## src/rtl/lsu_mlbmiss_replay.sv

```systemverilog
// lsu_mlbmiss_replay: MLB-miss queue that walks each head entry's page, then replays it into address-calc.
// Optional LSU_MISS_COALESCE_EN: one successful walk also marks matching queued entries as walked.
`default_nettype none

module lsu_mlbmiss_replay #(
  parameter int DEPTH  = 4,
  parameter int PWIDTH = 31
) (
  input  logic              clk,
  input  logic              rst,
  input  logic              except,
  input  logic              miss_en,
  input  logic [43:0]       miss_addr,
  input  logic [3:0]        miss_attr,
  input  logic              miss_thread,
  input  logic              bus_hold,
  output logic              walk_req,
  output logic [PWIDTH-1:0] walk_page,
  output logic              walk_thread,
  input  logic              walk_ack,
  input  logic              walk_fault,
  output logic              mex_en,
  output logic [43:0]       mex_addr,
  output logic [3:0]        mex_attr,
  output logic              fault_en,
  output logic              fault_thread,
  output logic              miss_drop
);

  localparam int AW = $clog2(DEPTH);
  localparam int CW = $clog2(DEPTH + 1);

  typedef enum logic [1:0] {IDLE, WALK, REPLAY, DRAIN} state_t;

  state_t            state, state_d;
  logic [43:0]       addr_q [DEPTH];
  logic [3:0]        attr_q [DEPTH];
  logic [DEPTH-1:0]  thread_q;
  logic [DEPTH-1:0]  walked_q;
  logic [AW-1:0]     rd_ptr, wr_ptr;
  logic [CW-1:0]     count;

  logic full, empty, push, pop, drop;
  logic walk_start, walk_ok, mex_fire, fault_fire;

  assign full  = (count == CW'(DEPTH));
  assign empty = (count == '0);
  // A full queue still accepts a miss when the head leaves in the same cycle.
  assign push  = miss_en & ~except & (~full | pop);
  assign drop  = miss_en & ~except & full & ~pop;

  always_ff @(posedge clk) begin
    if (rst) state <= IDLE;
    else     state <= state_d;
  end

  always_comb begin
    state_d    = state;
    pop        = 1'b0;
    walk_start = 1'b0;
    walk_ok    = 1'b0;
    mex_fire   = 1'b0;
    fault_fire = 1'b0;
    case (state)
      IDLE: begin
        if (!empty) begin
          if (walked_q[rd_ptr]) begin
            state_d = REPLAY;
          end else begin
            state_d    = WALK;
            walk_start = 1'b1;
          end
        end
      end
      WALK: begin
        if (walk_ack) begin
          if (walk_fault) begin
            pop        = 1'b1;
            fault_fire = 1'b1;
            state_d    = IDLE;
          end else begin
            walk_ok = 1'b1;
            state_d = REPLAY;
          end
        end
      end
      REPLAY: begin
        if (!bus_hold) begin
          pop      = 1'b1;
          mex_fire = 1'b1;
          state_d  = IDLE;
        end
      end
      DRAIN: begin
        if (walk_ack) state_d = IDLE;
      end
      default: state_d = IDLE;
    endcase
    // A walk still in flight must be drained so its ack is not credited to a later walk.
    if (except) begin
      pop        = 1'b0;
      walk_start = 1'b0;
      walk_ok    = 1'b0;
      mex_fire   = 1'b0;
      fault_fire = 1'b0;
      state_d    = ((state == WALK || state == DRAIN) && !walk_ack) ? DRAIN : IDLE;
    end
  end

  always_ff @(posedge clk) begin
    if (rst || except) begin
      rd_ptr <= '0;
      wr_ptr <= '0;
      count  <= '0;
    end else begin
      if (push) wr_ptr <= wr_ptr + 1'b1;
      if (pop)  rd_ptr <= rd_ptr + 1'b1;
      count <= count + CW'(push) - CW'(pop);
    end
  end

  always_ff @(posedge clk) begin
    if (!rst && push) begin
      addr_q[wr_ptr]   <= miss_addr;
      attr_q[wr_ptr]   <= miss_attr;
      thread_q[wr_ptr] <= miss_thread;
    end
  end

`ifdef LSU_MISS_COALESCE_EN
  logic [DEPTH-1:0] entry_valid;

  always_comb begin
    entry_valid = '0;
    for (int i = 0; i < DEPTH; i++) begin
      entry_valid[i] = ({1'b0, AW'(i) - rd_ptr} < count);
    end
  end
`endif

  always_ff @(posedge clk) begin
    if (rst || except) begin
      walked_q <= '0;
    end else begin
      if (walk_ok) begin
`ifdef LSU_MISS_COALESCE_EN
        for (int i = 0; i < DEPTH; i++) begin
          if (entry_valid[i] && addr_q[i][13 +: PWIDTH] == walk_page && thread_q[i] == walk_thread)
            walked_q[i] <= 1'b1;
        end
`else
        walked_q[rd_ptr] <= 1'b1;
`endif
      end
      if (push) walked_q[wr_ptr] <= 1'b0;
    end
  end

  always_ff @(posedge clk) begin
    if (rst) begin
      walk_req     <= 1'b0;
      walk_page    <= '0;
      walk_thread  <= 1'b0;
      mex_en       <= 1'b0;
      mex_addr     <= '0;
      mex_attr     <= '0;
      fault_en     <= 1'b0;
      fault_thread <= 1'b0;
      miss_drop    <= 1'b0;
    end else begin
      walk_req  <= (state_d == WALK);
      mex_en    <= mex_fire;
      fault_en  <= fault_fire;
      miss_drop <= drop;
      if (walk_start) begin
        walk_page   <= addr_q[rd_ptr][13 +: PWIDTH];
        walk_thread <= thread_q[rd_ptr];
      end
      if (mex_fire) begin
        mex_addr <= addr_q[rd_ptr];
        mex_attr <= attr_q[rd_ptr];
      end
      if (fault_fire) fault_thread <= thread_q[rd_ptr];
    end
  end

endmodule

`default_nettype wire

```

## config.mk

```make
export PLATFORM = sky130hd
export DESIGN_NAME = lsu_mlbmiss_replay
export DESIGN_NICKNAME = d
export VERILOG_FILES = /design/src/rtl/lsu_mlbmiss_replay.sv
export SDC_FILE = /design/constraint.sdc
export NUM_CORES = 1
export LEC_CHECK = 0
export CORE_MARGIN = 1
export CORE_UTILIZATION = 45
export DETAILED_ROUTE_END_ITERATION = 7
export DONT_BUFFER_PORTS = 1
export GPL_TIMING_DRIVEN = 0
export PLACE_DENSITY = 0.63
export SKIP_CTS_REPAIR_TIMING = 1
export SYNTH_ARGS = -nofsm -noshare
export SYNTH_HDL_FRONTEND = slang
export SYNTH_SLANG_ARGS = --single-unit
```

## constraint.sdc

```tcl
create_clock -name clk -period 5.76 [get_ports clk]
set_input_delay 0.576 -clock clk [delete_from_list [all_inputs] [get_ports clk]]
set_output_delay 0.576 -clock clk [all_outputs]
set_load 0.05 [all_outputs]
```

### Word level (Yosys, flattened, before mapping)

Memory sizes are Yosys's and may differ from the RTL's. A register that Yosys moved wholly into a read port is not among the register bits.
Cells that the tools add are included.

* bits in registers: 98
* memory bits (writable): 192
* input bits: 56
* word-level logic and storage cells: 92
* memories kept: 2

Memory list
* addr_q: depth 4, width 44, rd ports 1, clocked after Yosys merged registers in 1, write ports 1, line 36 `logic [43:0] addr_q [DEPTH];`
* attr_q: depth 4, width 4, rd ports 1, clocked after Yosys merged registers in 1, write ports 1, line 37 `logic [3:0] attr_q [DEPTH];`

* $add $sub $neg: 4
* magnitude comparators: 4
* equality and inequality tests: 5
* multiplexer cells: 42
* bitwise operators: 11
* reduce and logical (&&, ||, !) cells: 10

Operator list (count)
* $mux 1: 22
* $mux 2: 10
* $mux 4: 3
* $pmux 2 s4: 1
* $lt 2x3->1 const B: 2
* $add 2x1->2 const B: 2
* $and 1x1->1: 4
* $and 4x4->4: 1
* $bmux 1 s2: 2
* $bwmux 4: 1
* $demux 1 s2: 2
* $eq 2x1->1 const B: 2
* $eq 2x2->1 const B: 2
* $ge 2x1->1 const B: 2
* $logic_and 1x1->1: 4
* $not 4->4: 1
* $or 4x4->4: 1
* $add 3x1->3: 1
* $eq 3x3->1 const B: 1
* $logic_not 3->1: 1
* $not 1->1: 3
* $sub 3x1->3: 1
* $logic_not 1->1: 2
* $logic_not 2->1: 1
* other kinds (3): 4

### Logic depth before layout (Yosys ltp)

* depth after elaboration: 9
* mapped depth: 14

### Worst setup path after synthesis

No wires, ideal clock.

* kind: input port to flip-flop
* start point: input port bus_hold
* end point: memory addr_q[0][0] (enable)
* data arrival time: 5.282 ns
* required time: 5.234 ns
* path slack: -0.049 ns
* stages on the path: 5
* path through: nand2b_1 -> a21bo_2 -> a31oi_1 -> inv_2 -> nor3b_1

* longest elaborated chain between the ends: 8

Ends and longest elaborated chain
* start: declaration: line 16 `input logic bus_hold,`
* $mux 1: line 88 `if (!bus_hold) begin`
* $pmux 1 s2: line 64 `case (state)`
* $mux 1: line 100 `if (except) begin`
* $or 1x1->1: line 49 `assign push = miss_en & ~except & (~full | pop);`
* $and 1x1->1: line 49
* $logic_and 1x1->1: line 123 `if (!rst && push) begin`
* $mux 1: line 123
* $mux 1 (implied by the code): line 124 `addr_q[wr_ptr] <= miss_addr;`
* end: declaration: line 36

Every way passes these cells.

### Final worst setup path

* start point: register state[1]
* end point: memory addr_q[0][11] (enable)

* longest elaborated chain between the ends: 8
* elaborated cells between the ends (all ways): 9
* those cells by class: eq/ne (2); mux (4); bitwise (2); reduce/logical (1)

Ends and longest elaborated chain
* start: declaration: line 35 `state_t state, state_d;`
* start signal: assignment: line 54 `else state <= state_d;`
* $eq 2x2->1 / $eq 2x1->1 (equally long branches): line 64
* $pmux 1 s2 *: line 64
* $mux 1 *: line 100
* $or 1x1->1 *: line 49
* $and 1x1->1 *: line 49
* $logic_and 1x1->1 *: line 123
* $mux 1 *: line 123
* $mux 1 (implied by the code) *: line 124

Every way passes the cells marked *; elsewhere a longest branch is shown, timed or not.

==> results.cfg <==
[final_layout]
postLayoutCellArea_um2 = 12670
diodes = 0
multi_input_area_um2 = 2841
drive_gt1_frac = 0.2060
fill_cells = 1979
final-seq-area_um2 = 7888
finalNetCount = 849
synthToLayoutAreaGrowth_pct = 15.58

[critical_path]
cp.arrival_ps = 3830
path_max_fanout = 10
required_ps = 6020
criticalPathCategory = reg -> reg
cp-start-kind = flop
ff2ff_setup_slack_ps = 2180
critPathCaptureType = flop
r2r_cells = 10
crit_top_cell = buf_6
timing.rr.start = state[1]
cpLargestDelayFamily = compound AO/OA/AOI/OAI gates
timing.rr.end = addr_q[0][11]
cp_num_buf_inv = 5
worst_path_largest_cell_delay_ps = 730
path_cells = inv_1, ha_1, nand3_1, a21bo_2, a31oi_1, inv_2, nor3b_2, buf_6, buf_6, buf_6
critPathSlowestCell = a31oi_1

[worst_hold_path]
hold_path_startpoint = miss_addr[8]
min-delay-path-class = in -> reg
min_to = addr_q[3][8]
hold_depth = 0

[clock_network]
clk_latency_ps = 550
path_clk_slew_ps = 60
cts-htree-levels = 1
cts_buffers = 30
clkSinkCount = 296
clock-root-buffer = clkbuf_16
cts_buffer_depth = 3
cts_tree = done

[timing]
period_share = 0.6211
fin_tns_setup_ps = 0
worst_pin_slew_ps = 934.2
hold_viol = 0
setup_violations = 0
fin_crit_ps = 3578
skew_ps = 8.855
fmax_mhz = 279.5
relSlewSlack = 0.3756
maxSlewViolCount = 0
rsz0062_at_grt = false

[grt]
grt_overflow = 0
grt_util_all_layers = 0.1935
grt_pass1_wl_um = 35500
grt_pass1_vias = 6251
grt_max_degree = 16
antenna_found_initial = 0

[route]
vias = 6064
wl_per_cell_um = 21.16
drc = 0
viasPerCell = 5.414
drt-initial-drc-count = 481
drtPass1Iterations = 5
wl_um = 23700
antenna_left = 0

[floorplanning]
start_util = 0.4628
die_height_um = 158.1
dieArea_um2 = 24980
rows = 56
coreArea_um2 = 23680
ios = 141
dieWidth_um = 158.1

[logic_synthesis]
ys_warn_count = 0
syn_nets = 793
synth-edff-count = 196
netlist_area_um2 = 10960
synth_area_leader_cell = edfxtp_1
synth_cell_types = 39
yosys_most_used_dff = edfxtp_1
async_flop_share = 0
synthCells = 721
syn-mean-instance-area_um2 = 15.20
yosysTopAreaCellShare = 0.5370
synth-seq-cells = 296
synth.area.top_cells = edfxtp_1, dfxtp_1, mux4_2
ys_seq_area_frac = 0.7197

[placed_design]
place_hpwl_um = 16740
portBuffers = 0
place_congestion = 0.8123
dpl_cell_area_um2 = 11660

[flow_run]
drv_cap = 0

[pwr]
p_leak_nw = 4.030
power_density_nw_per_um2 = 345.9
total_power_mw = 4.381
worst_ir_drop_vdd_mv = 0.2801

[status]
outcome = finished clean
[area by class of cell]
type,instances,area share
plain buffers,41,0.01679
repair buffers,24,0.02193
clock inverters,13,0.01274
multi-input cells,374,0.2243
flip-flops and latches,296,0.6227
well taps,319,0.03151
inverters,10,0.002963
clock buffers,43,0.06707
[state kept, by name, summed over array words and instances, names as in the netlist, 2 cells and up, named ones only]
register / flops
addr_q: 176
mex_addr: 44
walk_page: 31
attr_q: 16
mex_attr: 4
thread_q: 4
walked_q: 4
count: 3
rd_ptr: 2
state: 2
wr_ptr: 2
[cells in the mapped netlist (2+ instances only)]
cell type  number
edfxtp_1      196
nand2_1       156
dfxtp_1       100
a21oi_1        75
mux4_2         50
clkbuf_1       29
ha_1           15
nand2_2        13
nor2_1         12
a21oi_2        11
inv_1           9
buf_6           7
a211oi_1        5
buf_2           5
nor3_1          4
nor3b_1         4
mux2i_1         3
a31oi_1         2
nand2b_1        2
nand3_1         2
or2_1           2
xnor2_1         2
[cells by family after synthesis]
| group | Yosys count | synth area share |
|---|---|---|
| compound gates | 100 | 0.05263 |
| xor+xnor | 3 | 0.002398 |
| fa+ha+maj | 16 | 0.01895 |
| buf+inv | 51 | 0.02283 |
| flops | 296 | 0.7197 |
| mux | 53 | 0.1055 |
| simple gates | 202 | 0.07798 |
[cells in the final DEF (no fill, tap or decap), drive strengths merged, types with 2 or more instances in the layout]
master / instances
a31oi: 2
nand3: 2
mux2i: 3
or2: 2
and2: 2
mux4: 50
a21oi: 86
inv: 11
dfxtp: 100
nor2: 12
bufinv: 3
edfxtp: 196
xnor2: 2
clkbuf: 72
a211oi: 5
nor3: 4
clkinv: 8
nand2: 169
ha: 15
buf: 36
nor3b: 4
nand2b: 2
[where the power goes]
part           internal [mW]  switching [mW]
sequential              2.29          0.0464
clock                   1.16           0.781
combinational         0.0376          0.0663
total                   3.49           0.894
[through the flow]
| step | util | hold slack (ps) | setup WS [ps] | cells |
|---|---|---|---|---|
| finish | 0.5349 | 114.8 | 2182 | 1120 |
| global route | 0.5349 | 87.28 | 2007 | 1120 |
| CTS | 0.5349 | 92.37 | 2231 | 1120 |
| detailed placement | 0.4922 | 500.9 | 2256 | 1064 |
| global placement | 0.4796 | 479.4 | -3489 | 1040 |
| floorplan | - | 467.7 | -48.87 | 721 |
[worst max path at each step]
stage | from | to | cells past startpoint
6_report | state[1] | addr_q[0][11] | 10
5_1_grt | state[1] | addr_q[0][21] | 10
4_1_cts | state[1] | addr_q[0][21] | 10
3_5_place_dp | state[1] | addr_q[0][10] | 10
3_3_place_gp | state[1] | addr_q[2][10] | 7
2_1_floorplan | bus_hold | addr_q[0][0] | 5
[layer usage]
layer | track usage | part of all wire
met1 | 0.2362 | 0.39
met2 | 0.3254 | 0.49
met3 | 0.06050 | 0.093
met4 | 0.06502 | 0.028
met5 | 0 | 0
(Power assumes the default switching activity.)
==> RTL change 1, RTL diff (config.mk and constraints unchanged) <==
Reset style: asynchronous (`rst`), changed in 2 clocked blocks.
--- a/src/rtl/lsu_mlbmiss_replay.sv
+++ b/src/rtl/lsu_mlbmiss_replay.sv
@@ -49,7 +49,7 @@
   assign push  = miss_en & ~except & (~full | pop);
   assign drop  = miss_en & ~except & full & ~pop;
 
-  always_ff @(posedge clk) begin
+  always_ff @(posedge clk or posedge rst) begin
     if (rst) state <= IDLE;
     else     state <= state_d;
   end
@@ -156,7 +156,7 @@
     end
   end
 
-  always_ff @(posedge clk) begin
+  always_ff @(posedge clk or posedge rst) begin
     if (rst) begin
       walk_req     <= 1'b0;
       walk_page    <= '0;
Check against the original RTL: differs if rst is asserted again (counterexample within 4 cycles, from zero or initial values and one cycle with rst high); with rst held inactive, the same outputs for 4 cycles.
==> RTL change 1 against the original RTL <==
Setup slack better by 0.30 ns; synthesized area grew 2.8%; wire length decreased by 10%; sequential share of layout area up 2.9 points; sequential cell count unchanged; the flow now finishes with violations (hold timing); utilization fell by 1.3 points; final area rose by 0.76%.
Power is not compared: it rests on default switching activity, and its combinational part moved more than twofold at a synthesized area within 25%.
==> RTL change 1: results (changes against the original RTL) <==
slowest_stage: "dfrtp_1"  # was a31oi_1
grt_pass1_vias: 5499  # was 6251
synth_compound_area_share_pct: 0.889  # was 5.26%
synth_nets: 611  # was 793
inverters: 12  # was 10
place_ws_ns: 2.53  # was 2.26 ns
clock_buffers: 38  # was 43
min-delay-path-class: "input port to asynchronous set/reset pin"  # was input port to flop
num-fill-cells: 1912  # was 1979
buf_share_pct: 1.47  # was 3.87%
violations: "hold timing"
slew_headroom_pct: 42.4  # was 37.6%
totalWireLength_mm: 21.3  # was 23.7 mm
clock_area_share_pct: 8.21  # was 7.98%
synthMuxAreaShare_pct: 19.6  # was 10.5%
ys_types: 34  # was 39
multi_input_cells: 208  # was 374
finalHoldViolations: 9  # was 0
use_met1_pct: 19.7  # was 23.6%
grt_max_degree: 50  # was 16
slowest_delay_ns: 0.44  # was 0.73 ns
met3_usage_pct: 5.77  # was 6.05%
grt_pass1_wl_mm: 32.3  # was 35.5 mm
final_util_pct: 52.2  # was 53.5%
synthAdderAreaFrac_pct: 1.84  # was 1.90%
clock_skew_ns: 0.00671  # was 0.00886 ns
vdd.ir_drop.worst_mv: 0.288
cp_top_family: "adder cells"  # was compound AO/OA/AOI/OAI gates
synth_common_cells: "edfxtp_1 (196), dfrtp_1 (87), mux2_2 (52)"  # was edfxtp_1 (196), nand2_1 (156), dfxtp_1 (100)
hold_ws_ns: -0.0172  # was 0.115 ns
wl_met1_mm: 8.24  # was 9.32 mm
nets: 644  # was 849
synth.top_cells.by_area: "edfxtp_1 (52%), dfrtp_1 (19%), mux4_2 (9.0%)"  # was edfxtp_1 (54%), dfxtp_1 (18%), mux4_2 (10%)
sw_frac_of_total_pct: 33.9
register_area_um2: 8320  # was 7890 um^2
status: "finished with violations"  # was finished clean
drt-initial-drc-count: 184  # was 481
drive_above_1_share_pct: 33.4  # was 20.6%
arrival_ns: 3.70  # was 3.83 ns
num_vias: 5015  # was 6064
==> RTL change 1: cell types whose count changed after synthesis, moves of 6 or more <==
cell,delta
nand2_1,-147
dfrtp_1,+87
mux2_2,+52
and3_1,+6
mux2_4,+30
a21oi_1,-70
dfxtp_1,-87
a21oi_2,-11
nand2_2,-13
clkbuf_1,-22
==> RTL change 1: worst paths after layout <==
check / startpoint / to / slack, ns / depth (start not counted)
max in group asynchronous: rst / walk_page[22] / 5.11 / 2
hold reg to reg: count[2] / miss_drop / 0.49 / 2
setup / recovery: state[1] / count[2] / 2.48 / 15
hold / removal: rst / miss_drop / -0.02 / 1
min in group clk: except / fault_en / 0.12 / 1
setup reg to reg: state[1] / count[2] / 2.48 / 15
==> RTL change 1: through the flow <==
stage               instances  power [mW]  setup TNS (ns)
floorplan                 539        3.99               0
global placement          863        4.09         -102.87
detailed placement        864        4.13               0
CTS                       920        6.13               0
global route              920        6.26               0
finish                    920        6.07               0
==> RTL change 2, RTL diff (same settings) <==
Made on the original files. The parameter `DEPTH` goes from 4 to 8.
--- a/src/rtl/lsu_mlbmiss_replay.sv
+++ b/src/rtl/lsu_mlbmiss_replay.sv
@@ -3,7 +3,7 @@
 `default_nettype none
 
 module lsu_mlbmiss_replay #(
-  parameter int DEPTH  = 4,
+  parameter int DEPTH  = 8,
   parameter int PWIDTH = 31
 ) (
   input  logic              clk,
Function: same outputs for any inputs over 4 cycles, from zero or initial values and one cycle with rst high; that may be too few to reach the edited logic, so the function may still have changed.
==> RTL change 2 against the original RTL <==
Synthesized area is 73% higher; global-route usage grew 1.1 points; final area up 71%; wire length is 83% higher; setup slack worse by 0.10 ns; first-iteration DRC count up 61%; power up 65%; sequential cell count is 204 higher; non-clock buffer count rose by 45; via count rose by 63%; worst hold slack lost 0.031 ns; critical endpoint is now addr_q[6][22]; largest cell class unchanged; largest power group unchanged; highest routed layer unchanged.
==> RTL change 2: results (changes against the original RTL) <==
tightestPinTransition_ns: 0.927  # was 0.934 ns
h-tree-depth: 2  # was 1
worstHoldEndpoint: "addr_q[4][38]"  # was addr_q[3][8]
synth.top_cells.by_area: "edfxtp_1 (62%), dfxtp_1 (11%), mux4_2 (11%)"  # was edfxtp_1 (54%), dfxtp_1 (18%), mux4_2 (10%)
min-delay-start: "miss_addr[38]"  # was miss_addr[8]
holdPathStages: 0  # unchanged
synth_common_cells: "edfxtp_1 (392), dfxtp_1 (108), mux4_2 (91)"  # was edfxtp_1 (196), nand2_1 (156), dfxtp_1 (100)
drt-initial-drc-count: 775  # was 481
met3_usage_pct: 6.26  # was 6.05%
ys_types: 49  # was 39
grt_pass1_vias: 10000  # was 6251
synth_edf_count: 392  # was 196
drive_above_1_share_pct: 22.7  # was 20.6%
r2r_setup_slack_ns: 2.08  # was 2.18 ns
use_met1_pct: 27.8  # was 23.6%
worstReg2RegEnd: "addr_q[6][22]"  # was addr_q[0][11]
status: "finished clean"  # unchanged
first_pass_iters: 7  # was 5
crit_start: "state[0]"  # was state[1]
cp_top_family: "buffers and inverters"  # was compound AO/OA/AOI/OAI gates
grt_use_total_pct: 20.4  # was 19.3%
yosysWarnings: 0  # unchanged
place_congestion: 0.785  # was 0.812
wl_per_cell_um: 25.6  # was 21.2 um
slowest_delay_ns: 0.61  # was 0.73 ns
leakagePower_nw: 6.70  # was 4.03 nW
grt_pass1_wl_mm: 65.2  # was 35.5 mm
min-delay-path-class: "input port to flop"  # unchanged
critical_path_class: "flop to flop"  # unchanged
r2r_cells: 12  # was 10
hold_ws_ns: 0.0836  # was 0.115 ns
port_buffers: 0  # unchanged
arrival_ns: 3.95  # was 3.83 ns
ys_seq_area_share_pct: 73.3  # was 72.0%
worstPathMaxFanout: 10  # unchanged
antenna_found_initial: 0  # unchanged
clock_skew_ns: 0.0201  # was 0.00886 ns
vdd.ir_drop.worst_mv: 0.174  # was 0.280 mV
diodes: 0  # unchanged
nets: 1191  # was 849
viasPerCell: 5.83  # was 5.41
cts_buffers: 50  # was 30
synth_nets: 1098  # was 793
slowest_stage: "nor4_2"  # was a31oi_1
reg_top3: "addr_q (352), mex_addr (44), attr_q (32)"  # was addr_q (176), mex_addr (44), walk_page (31)
ys_async_sr_fraction_pct: 0  # unchanged
cts.clk_slew.worst_paths_ns: 0.06  # about the same
clkLatencyLatePin_ns: 0.58  # was 0.55 ns
dp_hpwl_mm: 28.5  # was 16.7 mm
use_met2_pct: 32.1  # was 32.5%
grt_max_degree: 48  # was 16
postRouteAntennaNets: 0  # unchanged
==> RTL change 2: through the flow <==
stage	cell area [um^2]	util (%)	std cells
floorplan	19000	-	1029
global placement	19700	47.7	1561
detailed placement	20100	48.8	1601
CTS	21600	52.5	1692
global route	21600	52.5	1693
finish	21600	52.5	1693
==> RTL change 2: report_power, final <==
part / internal, mW / switching (mW)
clock network: 1.73 / 1.30
logic: 0.0605 / 0.101
registers: 3.93 / 0.102
total: 5.72 / 1.50
==> RTL change 2: final cells by class <==
cell class                      count  area [um^2]
Buffer                             69          319
Clock buffer                       80         1470
Clock inverter                     11         56.3
Fill cell                        3257        19600
Inverter                           16         60.1
Multi-Input combinational cell    444         4740
Sequential cell                   500        13900
Tap cell                          532          666
Timing Repair Buffer               41          378
==> RTL change 2: worst max-delay path by stage <==
stage / end / slack, ns / cells past startpoint
3_5_place_dp: addr_q[6][26] / 2.10 / 12
5_1_grt: addr_q[6][22] / 1.85 / 12
3_3_place_gp: addr_q[3][28] / -7.09 / 8
2_1_floorplan: addr_q[3][0] / -1.00 / 8
6_report: addr_q[6][22] / 2.08 / 12
4_1_cts: addr_q[6][23] / 2.05 / 12
==> RTL change 2: cell families after synthesis <==
kind of cell	synth area share (%)
adder cells (fa/ha/maj)	0.895
AO/OA/AOI/OAI	6.66
multiplexers	13.9
AND/OR/NAND/NOR	3.08
flip-flops	73.3
XOR/XNOR	0.138
buffers and inverters	1.99
==> RTL change 2: metal layers <==
layer | share of wire (%) | routed length, um | vias up
met2 | 47 | 20500 | 342
met1 | 43 | 18600 | 5135
li1 | - | - | 4337
met5 | 0 | 0 | -
met3 | 8.2 | 3570 | 51
met4 | 1.6 | 697 | 0
